===== src/rtl/lsu_ram_master.sv =====
// Load/store unit front end for a single-port 32-bit word RAM with combinational read.
// Sub-word stores are done as read-modify-write; every request ends in a one-cycle response.
//
// state | meaning
// IDLE  | ready for a request; the request is checked and registered on acceptance
// RD    | RAM read at the registered word address (load data or RMW base word)
// WR    | RAM write of the full word (SW data or merged sub-word)
// RESP  | one-cycle response pulse, then back to IDLE
module lsu_ram_master #(
  parameter int RAM_DEPTH = 512,
  parameter int ADDR_W    = $clog2(RAM_DEPTH)
) (
  input  logic              clk,
  input  logic              reset_ni,
  input  logic              req_valid_i,
  output logic              req_ready_o,
  input  logic              req_we_i,
  input  logic [2:0]        req_funct3_i,
  input  logic [31:0]       req_addr_i,
  input  logic [31:0]       req_wdata_i,
  output logic              rsp_valid_o,
  output logic [31:0]       rsp_rdata_o,
  output logic              rsp_err_o,
  output logic [ADDR_W-1:0] ram_address_o,
  output logic [31:0]       ram_data_o,
  output logic              ram_we_o,
  input  logic [31:0]       ram_data_i
);

  typedef enum logic [1:0] {S_IDLE, S_RD, S_WR, S_RESP} state_t;

  state_t              state_q, state_d;
  logic                ready_q, ready_d;
  logic                we_q, we_d;
  logic [2:0]          f3_q, f3_d;
  logic [1:0]          lo_q, lo_d;
  logic [15:0]         wdata_q, wdata_d;
  logic [ADDR_W-1:0]   ram_addr_q, ram_addr_d;
  logic [31:0]         ram_data_q, ram_data_d;
  logic                ram_we_q, ram_we_d;
  logic                rsp_valid_q, rsp_valid_d;
  logic                rsp_err_q, rsp_err_d;
  logic [31:0]         rsp_rdata_q, rsp_rdata_d;

  logic                req_err;
  logic [7:0]          ld_byte;
  logic [15:0]         ld_half;
  logic [31:0]         load_ext;
  logic [31:0]         merged;

  always_comb begin
    req_err = 1'b0;
    if ((req_funct3_i[1:0] == 2'b01) && req_addr_i[0])
      req_err = 1'b1;
    if ((req_funct3_i == 3'b010) && (req_addr_i[1:0] != 2'b00))
      req_err = 1'b1;
    if ((req_funct3_i == 3'b011) || (req_funct3_i == 3'b110) || (req_funct3_i == 3'b111))
      req_err = 1'b1;
    if (req_we_i && req_funct3_i[2])
      req_err = 1'b1;
    if ({2'b00, req_addr_i[31:2]} >= 32'(RAM_DEPTH))
      req_err = 1'b1;
  end

  always_comb begin
    case (lo_q)
      2'd0:    ld_byte = ram_data_i[7:0];
      2'd1:    ld_byte = ram_data_i[15:8];
      2'd2:    ld_byte = ram_data_i[23:16];
      default: ld_byte = ram_data_i[31:24];
    endcase
    ld_half = lo_q[1] ? ram_data_i[31:16] : ram_data_i[15:0];
    case (f3_q)
      3'b000:  load_ext = {{24{ld_byte[7]}}, ld_byte};
      3'b001:  load_ext = {{16{ld_half[15]}}, ld_half};
      3'b100:  load_ext = {24'h000000, ld_byte};
      3'b101:  load_ext = {16'h0000, ld_half};
      default: load_ext = ram_data_i;
    endcase
  end

  // Only SB and SH reach the merge; f3_q[0] distinguishes them.
  always_comb begin
    merged = ram_data_i;
    if (f3_q[0]) begin
      if (lo_q[1]) merged[31:16] = wdata_q;
      else         merged[15:0]  = wdata_q;
    end else begin
      case (lo_q)
        2'd0:    merged[7:0]   = wdata_q[7:0];
        2'd1:    merged[15:8]  = wdata_q[7:0];
        2'd2:    merged[23:16] = wdata_q[7:0];
        default: merged[31:24] = wdata_q[7:0];
      endcase
    end
  end

  always_comb begin
    state_d     = state_q;
    we_d        = we_q;
    f3_d        = f3_q;
    lo_d        = lo_q;
    wdata_d     = wdata_q;
    ram_addr_d  = ram_addr_q;
    ram_data_d  = ram_data_q;
    ram_we_d    = 1'b0;
    rsp_valid_d = 1'b0;
    rsp_err_d   = rsp_err_q;
    rsp_rdata_d = rsp_rdata_q;
    case (state_q)
      S_IDLE: begin
        if (req_valid_i) begin
          we_d    = req_we_i;
          f3_d    = req_funct3_i;
          lo_d    = req_addr_i[1:0];
          wdata_d = req_wdata_i[15:0];
          if (req_err) begin
            state_d     = S_RESP;
            rsp_valid_d = 1'b1;
            rsp_err_d   = 1'b1;
            rsp_rdata_d = 32'h0;
          end else begin
            ram_addr_d = req_addr_i[ADDR_W+1:2];
            if (req_we_i && (req_funct3_i == 3'b010)) begin
              state_d    = S_WR;
              ram_we_d   = 1'b1;
              ram_data_d = req_wdata_i;
            end else begin
              state_d = S_RD;
            end
          end
        end
      end
      S_RD: begin
        if (we_q) begin
          state_d    = S_WR;
          ram_we_d   = 1'b1;
          ram_data_d = merged;
        end else begin
          state_d     = S_RESP;
          rsp_valid_d = 1'b1;
          rsp_err_d   = 1'b0;
          rsp_rdata_d = load_ext;
        end
      end
      S_WR: begin
        state_d     = S_RESP;
        rsp_valid_d = 1'b1;
        rsp_err_d   = 1'b0;
        rsp_rdata_d = 32'h0;
      end
      default: state_d = S_IDLE;
    endcase
    ready_d = (state_d == S_IDLE);
  end

  always_ff @(posedge clk or negedge reset_ni) begin
    if (!reset_ni) begin
      state_q     <= S_IDLE;
      ready_q     <= 1'b1;
      we_q        <= 1'b0;
      f3_q        <= 3'b000;
      lo_q        <= 2'b00;
      wdata_q     <= 16'h0;
      ram_addr_q  <= '0;
      ram_data_q  <= 32'h0;
      ram_we_q    <= 1'b0;
      rsp_valid_q <= 1'b0;
      rsp_err_q   <= 1'b0;
      rsp_rdata_q <= 32'h0;
    end else begin
      state_q     <= state_d;
      ready_q     <= ready_d;
      we_q        <= we_d;
      f3_q        <= f3_d;
      lo_q        <= lo_d;
      wdata_q     <= wdata_d;
      ram_addr_q  <= ram_addr_d;
      ram_data_q  <= ram_data_d;
      ram_we_q    <= ram_we_d;
      rsp_valid_q <= rsp_valid_d;
      rsp_err_q   <= rsp_err_d;
      rsp_rdata_q <= rsp_rdata_d;
    end
  end

  assign req_ready_o   = ready_q;
  assign rsp_valid_o   = rsp_valid_q;
  assign rsp_err_o     = rsp_err_q;
  assign rsp_rdata_o   = rsp_rdata_q;
  assign ram_address_o = ram_addr_q;
  assign ram_data_o    = ram_data_q;
  assign ram_we_o      = ram_we_q;

endmodule


===== config.mk =====
export PLATFORM = sky130hd
export DESIGN_NAME = lsu_ram_master
export DESIGN_NICKNAME = d
export VERILOG_FILES = /design/src/rtl/lsu_ram_master.sv
export SDC_FILE = /design/constraint.sdc
export NUM_CORES = 1
export LEC_CHECK = 0
export CORE_MARGIN = 2
export CORE_UTILIZATION = 51
export DETAILED_ROUTE_END_ITERATION = 12
export PLACE_DENSITY = 0.86
export REMOVE_ABC_BUFFERS = 1
export SYNTH_ARGS = -nofsm -noshare
export SYNTH_HDL_FRONTEND = slang
export SYNTH_SLANG_ARGS = --single-unit

===== constraint.sdc =====
create_clock -name clk -period 2.94 [get_ports clk]
set_input_delay 0.294 -clock clk [delete_from_list [all_inputs] [get_ports clk]]
set_output_delay 0.294 -clock clk [all_outputs]
set_load 0.005 [all_outputs]

### After elaboration in Yosys (flattened, before gate mapping)

Cells that the tools add are included.

| operators by class | value |
|---|---|
| shifts and indexed selects | 0 |
| magnitude comparators | 1 |
| multiplexer cells | 42 |
| divide/modulo/power cells | 0 |
| bitwise operators | 1 |
| multiply operators | 0 |
| equal/unequal tests | 18 |
| reductions and logical operators | 18 |
| add/sub/neg operators | 0 |

Operators by type and width:

| kind | number |
|---|---|
| $mux 32 | 8 |
| $pmux 32 s4 | 1 |
| $pmux 32 s3 | 1 |
| $pmux 32 s2 | 1 |
| $mux 16 | 3 |
| $mux 8 | 4 |
| $ge 30x10->1 const B | 1 |
| $pmux 8 s3 | 1 |
| $mux 1 | 16 |
| $eq 3x3->1 const B | 4 |
| $ne 2x2->1 const B | 6 |
| $eq 2x1->1 const B | 3 |
| $eq 3x2->1 const B | 2 |
| $logic_not 2->1 | 3 |
| $mux 2 | 3 |
| $pmux 1 s3 | 2 |
| $pmux 2 s3 | 1 |
| $reduce_and 5->1 | 1 |
| $eq 2x2->1 const B | 2 |
| $logic_and 1x1->1 | 4 |
| $reduce_and 4->1 | 1 |
| $reduce_bool 2->1 | 2 |
| $eq 3x1->1 const B | 1 |
| $logic_not 3->1 | 1 |
| 7 further kinds | 8 |

| word-level totals | value |
|---|---|
| output and inout port bits | 77 |
| flip-flop bits (word level) | 101 |
| bits in writable memories | 0 |
| memories kept | 0 |
| latch bits | 0 |
| ROM bits | 0 |

### Logic depth before layout (Yosys ltp)

| logic depth | value |
|---|---|
| depth after elaboration | 11 |
| mapped depth | 8 |

### Least setup slack after synthesis

No wires, ideal clock.

| path | value |
|---|---|
| path kind | input to register |
| start | input port req_addr_i[20] |
| end | register ram_data_q[0], in the netlist ram_data_o[0] |
| required time | 2.815 ns |
| data arrival time | 1.813 ns |
| buffers on the path | 1 |
| stages on the path | 6 |
| path slack | 1.002 ns |
| path through | nor4_2 nand4_2 nor4_1 o21a_2 buf_8 mux2_4 |

| between the ends | value |
|---|---|
| cells in the longest elaborated chain, start to end | 4 |

Ends and longest elaborated chain:

| item | line | source |
|---|---|---|
| start: declaration | 19 | `input logic [31:0] req_addr_i,` |
| $ge 30x10->1 | 61 | `if ({2'b00, req_addr_i[31:2]} >= 32'(RAM_DEPTH))` |
| $mux 1 | 61 |  |
| $ne 2x2->1 (no source line) | n/a |  |
| $reduce_and 5->1 (no source line) | n/a |  |
| end signal: assignment | 179 | `ram_data_q <= ram_data_d;` |
| end: declaration | 39 | `logic [31:0] ram_data_q, ram_data_d;` |

Every way passes these cells.
A chain may end at the register's enable or synchronous reset.

### Worst setup path after layout

| path | value |
|---|---|
| start | register f3_q[0] |
| end | register ram_data_q[22], in the netlist ram_data_o[22] |

| between the ends | value |
|---|---|
| cells in the longest elaborated chain, start to end | 3 |

Ends and longest elaborated chain:

| item | line | source |
|---|---|---|
| start: declaration | 35 | `logic [2:0] f3_q, f3_d;` |
| start signal: assignment | 162 | `f3_q <= 3'b000;` |
| start signal: assignment | 175 | `f3_q <= f3_d;` |
| $mux 32 | 85 | `if (f3_q[0]) begin` |
| $mux 32 | 135 | `if (we_q) begin` |
| $pmux 32 s2 | 110 | `case (state_q)` |

Every way passes these cells. The select of a mux whose other input is x is not followed.

==> metrics.md <==
| Metric | Value |
|---|---|
| H-tree Lvls | 3 |
| CTS tree | done |
| Initial core utilization | 51.7% |
| Buffers on Ports | 179 |
| Fin crit share | 83.6% |
| Post-synth EDFFs | 0 |
| RR Startpoint | f3_q[0] |
| Routed vias | 4,596 |
| Fmax | 0.407 GHz |
| DP Area | 7730 um2 |
| Pre-Repair DR Iteration Count | 5 |
| R2r endpoint | ram_data_o[22] |
| Post-synthesis area per instance | 11.7 um2 |
| Critical Path RT | 3.18 ns |
| Leakage Power | 0.00355 uW |
| XOR/XNOR share of the synthesized area | 0% |
| Tot GR Track Use | 26.1% |
| Die H | 111 um |
| Number of top-level pins | 180 |
| Vias in the first global route | 4,854 |
| Max Buffers Root-to-Sink | 2 |
| Area occupied by multi-input gates | 3020 um2 |
| Crit start category | flop |
| Drt drc | 0 |
| Synth warnings | 0 |
| First-pass GRT wire length | 25,700 um |
| Pins over their slew limit | 0 |
| Crit path max fanout | 14 |
| Max Cap Viol | 0 |
| Reg2Reg Depth | 5 |
| Clock Latency Late Sink | 0.35 ns |
| RSZ-0062 raised after global routing | no |
| Worst EP arrival | 2.70 ns |
| Power per Cell Area | 1040 nW/um2 |
| Post-synthesis simple-gate area fraction | 7.95% |
| FF+latch count, synth | 101 |
| Asr flop ratio synth | 100% |
| PnR Total Power | 8320 uW |
| Final Wtd Congestion | 0.898 |
| Nets | 773 |
| Compound-Gate Fraction of Synth Area | 11.9% |
| Post-Syn Area | 5820 um2 |
| Root Buffer | clkbuf_16 |
| DP HPWL | 12,100 um |
| Crit Path Category | reg -> reg |
| Post-synthesis adder-cell area fraction | 0.859% |
| Largest family of logic cells by synthesized area | multiplexers |
| Peak VDD IR | 0.780 mV |
| Setup-failing EPs final | 0 |
| Detailed Route Iter0 Violations | 300 |
| Min Clock Period, post-route | 2.46 ns |
| Most frequent cells in the layout | clkdlybuf4s50_1 (178), dfrtp_1 (100), mux2_4 (59) |
| Die W | 111 um |
| Unique masters post-synth | 48 |
| Placed cells | 797 |
| Fillers | 798 |
| Flop2flop setup slack | 0.48 ns |
| ANT cells | 0 |
| # clock sinks | 101 |
| Syn Inst Count | 496 |
| Total congestion overflow | 0 |
| Routed WL | 15,900 um |
| Final Hold Violating Endpoints | 0 |
| Seq/Total Area, Yosys | 43.4% |
| Worst Tran Pin Value | 0.740 ns |
| Row cnt | 39 |
| Post-synthesis mux area share | 31.1% |
| Skew final | 0.00803 ns |
| Num CTS Buffers | 9 |
| Reg area | 2530 um2 |
| Via/cell ratio | 5.65 |
| ANT nets after route | 0 |
| WL per Instance | 19.5 um |
| Worst hold path class | in -> async |
| Die ar. | 12,300 um2 |
| Area growth syn-to-layout | 37.9% |
| Antenna violations before repair | 0 |
| Final core utilization | 71.2% |
| Reg clk slew, reported paths | 0.07 ns |
| Crit end category | flop |
| Layout cells sized above 1 | 24.4% |
| Commonest non-fill, non-tap cell in the layout | clkdlybuf4s50_1 |
| Final non-filler cell total | 814 |
| Largest net degree at the start of global routing | 67 |
| Worst relative slew slack | 50.7% |
| Status | finished clean |
| Prevailing post-synth register cell | dfrtp_1 |
| Post-route cell area | 8030 um2 |
| Core area | 11,300 um2 |
==> flip-flops by register name, indices dropped and copies added (netlist names) <==
signal,cells
rsp_valid_o,1
state_q,2
we_q,1
ram_address_o,9
rsp_rdata_o,32
rsp_err_o,1
f3_q,3
ram_we_o,1
ram_data_o,32
req_ready_o,1
wdata_q,16
lo_q,2
==> Yosys cell counts (2+ instances only) <==
master | n | area share [%]
nor2b_1 | 2 | 0.21
nand3_1 | 7 | 0.60
buf_6 | 3 | 0.58
dfrtp_1 | 100 | 43
inv_1 | 25 | 1.6
a22oi_1 | 12 | 1.5
a21boi_0 | 5 | 0.64
o21ai_0 | 28 | 2.4
o2bb2ai_1 | 5 | 0.75
a21oi_1 | 41 | 3.5
mux2i_1 | 17 | 2.9
a31oi_1 | 3 | 0.32
clkbuf_1 | 21 | 1.4
nand2_1 | 39 | 2.5
mux2_4 | 59 | 15
a211oi_1 | 3 | 0.39
nor2_1 | 22 | 1.4
nor4_1 | 2 | 0.21
ha_1 | 4 | 0.86
a22o_1 | 3 | 0.45
or3_1 | 2 | 0.21
buf_8 | 3 | 0.77
buf_2 | 2 | 0.17
nor3_1 | 3 | 0.26
mux4_2 | 6 | 2.3
mux2_2 | 55 | 11
nor4_2 | 3 | 0.64
==> final cells by class <==
cell class,instances,share of cell area [%]
Multi-Input combinational cell,338,37.6
Inverter,25,1.17
Clock buffer,9,2.81
Sequential cell,101,31.5
Tap cell,143,2.23
Timing Repair Buffer,191,23.9
Clock inverter,7,0.795
==> stage by stage <==
step           setup slack (ns)  TNS, ns  hold slack [ns]
2_1_floorplan            -0.449   -12.68         -0.00159
3_3_place_gp              0.377        0            0.358
3_5_place_dp              0.354        0            0.359
4_1_cts                   0.496        0            0.515
5_1_grt                   0.359        0            0.524
6_report                  0.481        0            0.490
==> critical path: stages (launching register included) <==
cell	delay [ns]
dfrtp_1	0.65
nand2b_1	0.52
nand2_1	0.47
mux2i_1	0.34
a21oi_1	0.10
mux2_4	0.27
==> cell families (layout without fill, tap and decap cells) <==
group                      count (synthesis)  count (layout)
DFF                                      101             101
and+or+nand+nor                           89              89
buffers and inverters                     57             232
adders and majority gates                  4               4
muxes                                    137             137
AOI/OAI and AO/OA                        108             108
==> routing by layer <==
metal / up-vias / share of wire [%] / track usage (%)
li1: 2120 / - / -
met1: 2242 / 41 / 33.8
met2: 198 / 50 / 44.6
met3: 36 / 6.2 / 4.81
met4: 0 / 2.5 / 8.50
met5: - / 0 / 0
==> repair_timing <==
action	4_1_cts	5_1_grt
resized for setup	0	0
setup buffers	0	0
hold buffers	1	0
hold endpoints to repair	8	0
==> worst max path at each step <==
| stage | startpoint | to | slack [ns] | cells past startpoint |
|---|---|---|---|---|
| final | f3_q[0] | ram_data_o[22] | 0.48 | 5 |
| after global routing | f3_q[0] | ram_data_o[23] | 0.36 | 5 |
| after CTS | f3_q[0] | ram_data_o[22] | 0.50 | 5 |
| after detailed placement | req_addr_i[16] | ram_data_o[16] | 0.35 | 7 |
| after global placement | req_addr_i[13] | ram_data_o[16] | 0.38 | 7 |
| after floorplan | state_q[1] | ram_data_o[15] | -0.45 | 6 |
==> power by group <==
part | switching, uW | leakage (uW) | internal [uW] | total, uW
clock | 565 | 0.000143 | 596 | 1160
combinational | 2020 | 0.00214 | 2700 | 4720
sequential | 480 | 0.00127 | 1950 | 2430
No activity file was read; power rests on OpenSTA's default activity.
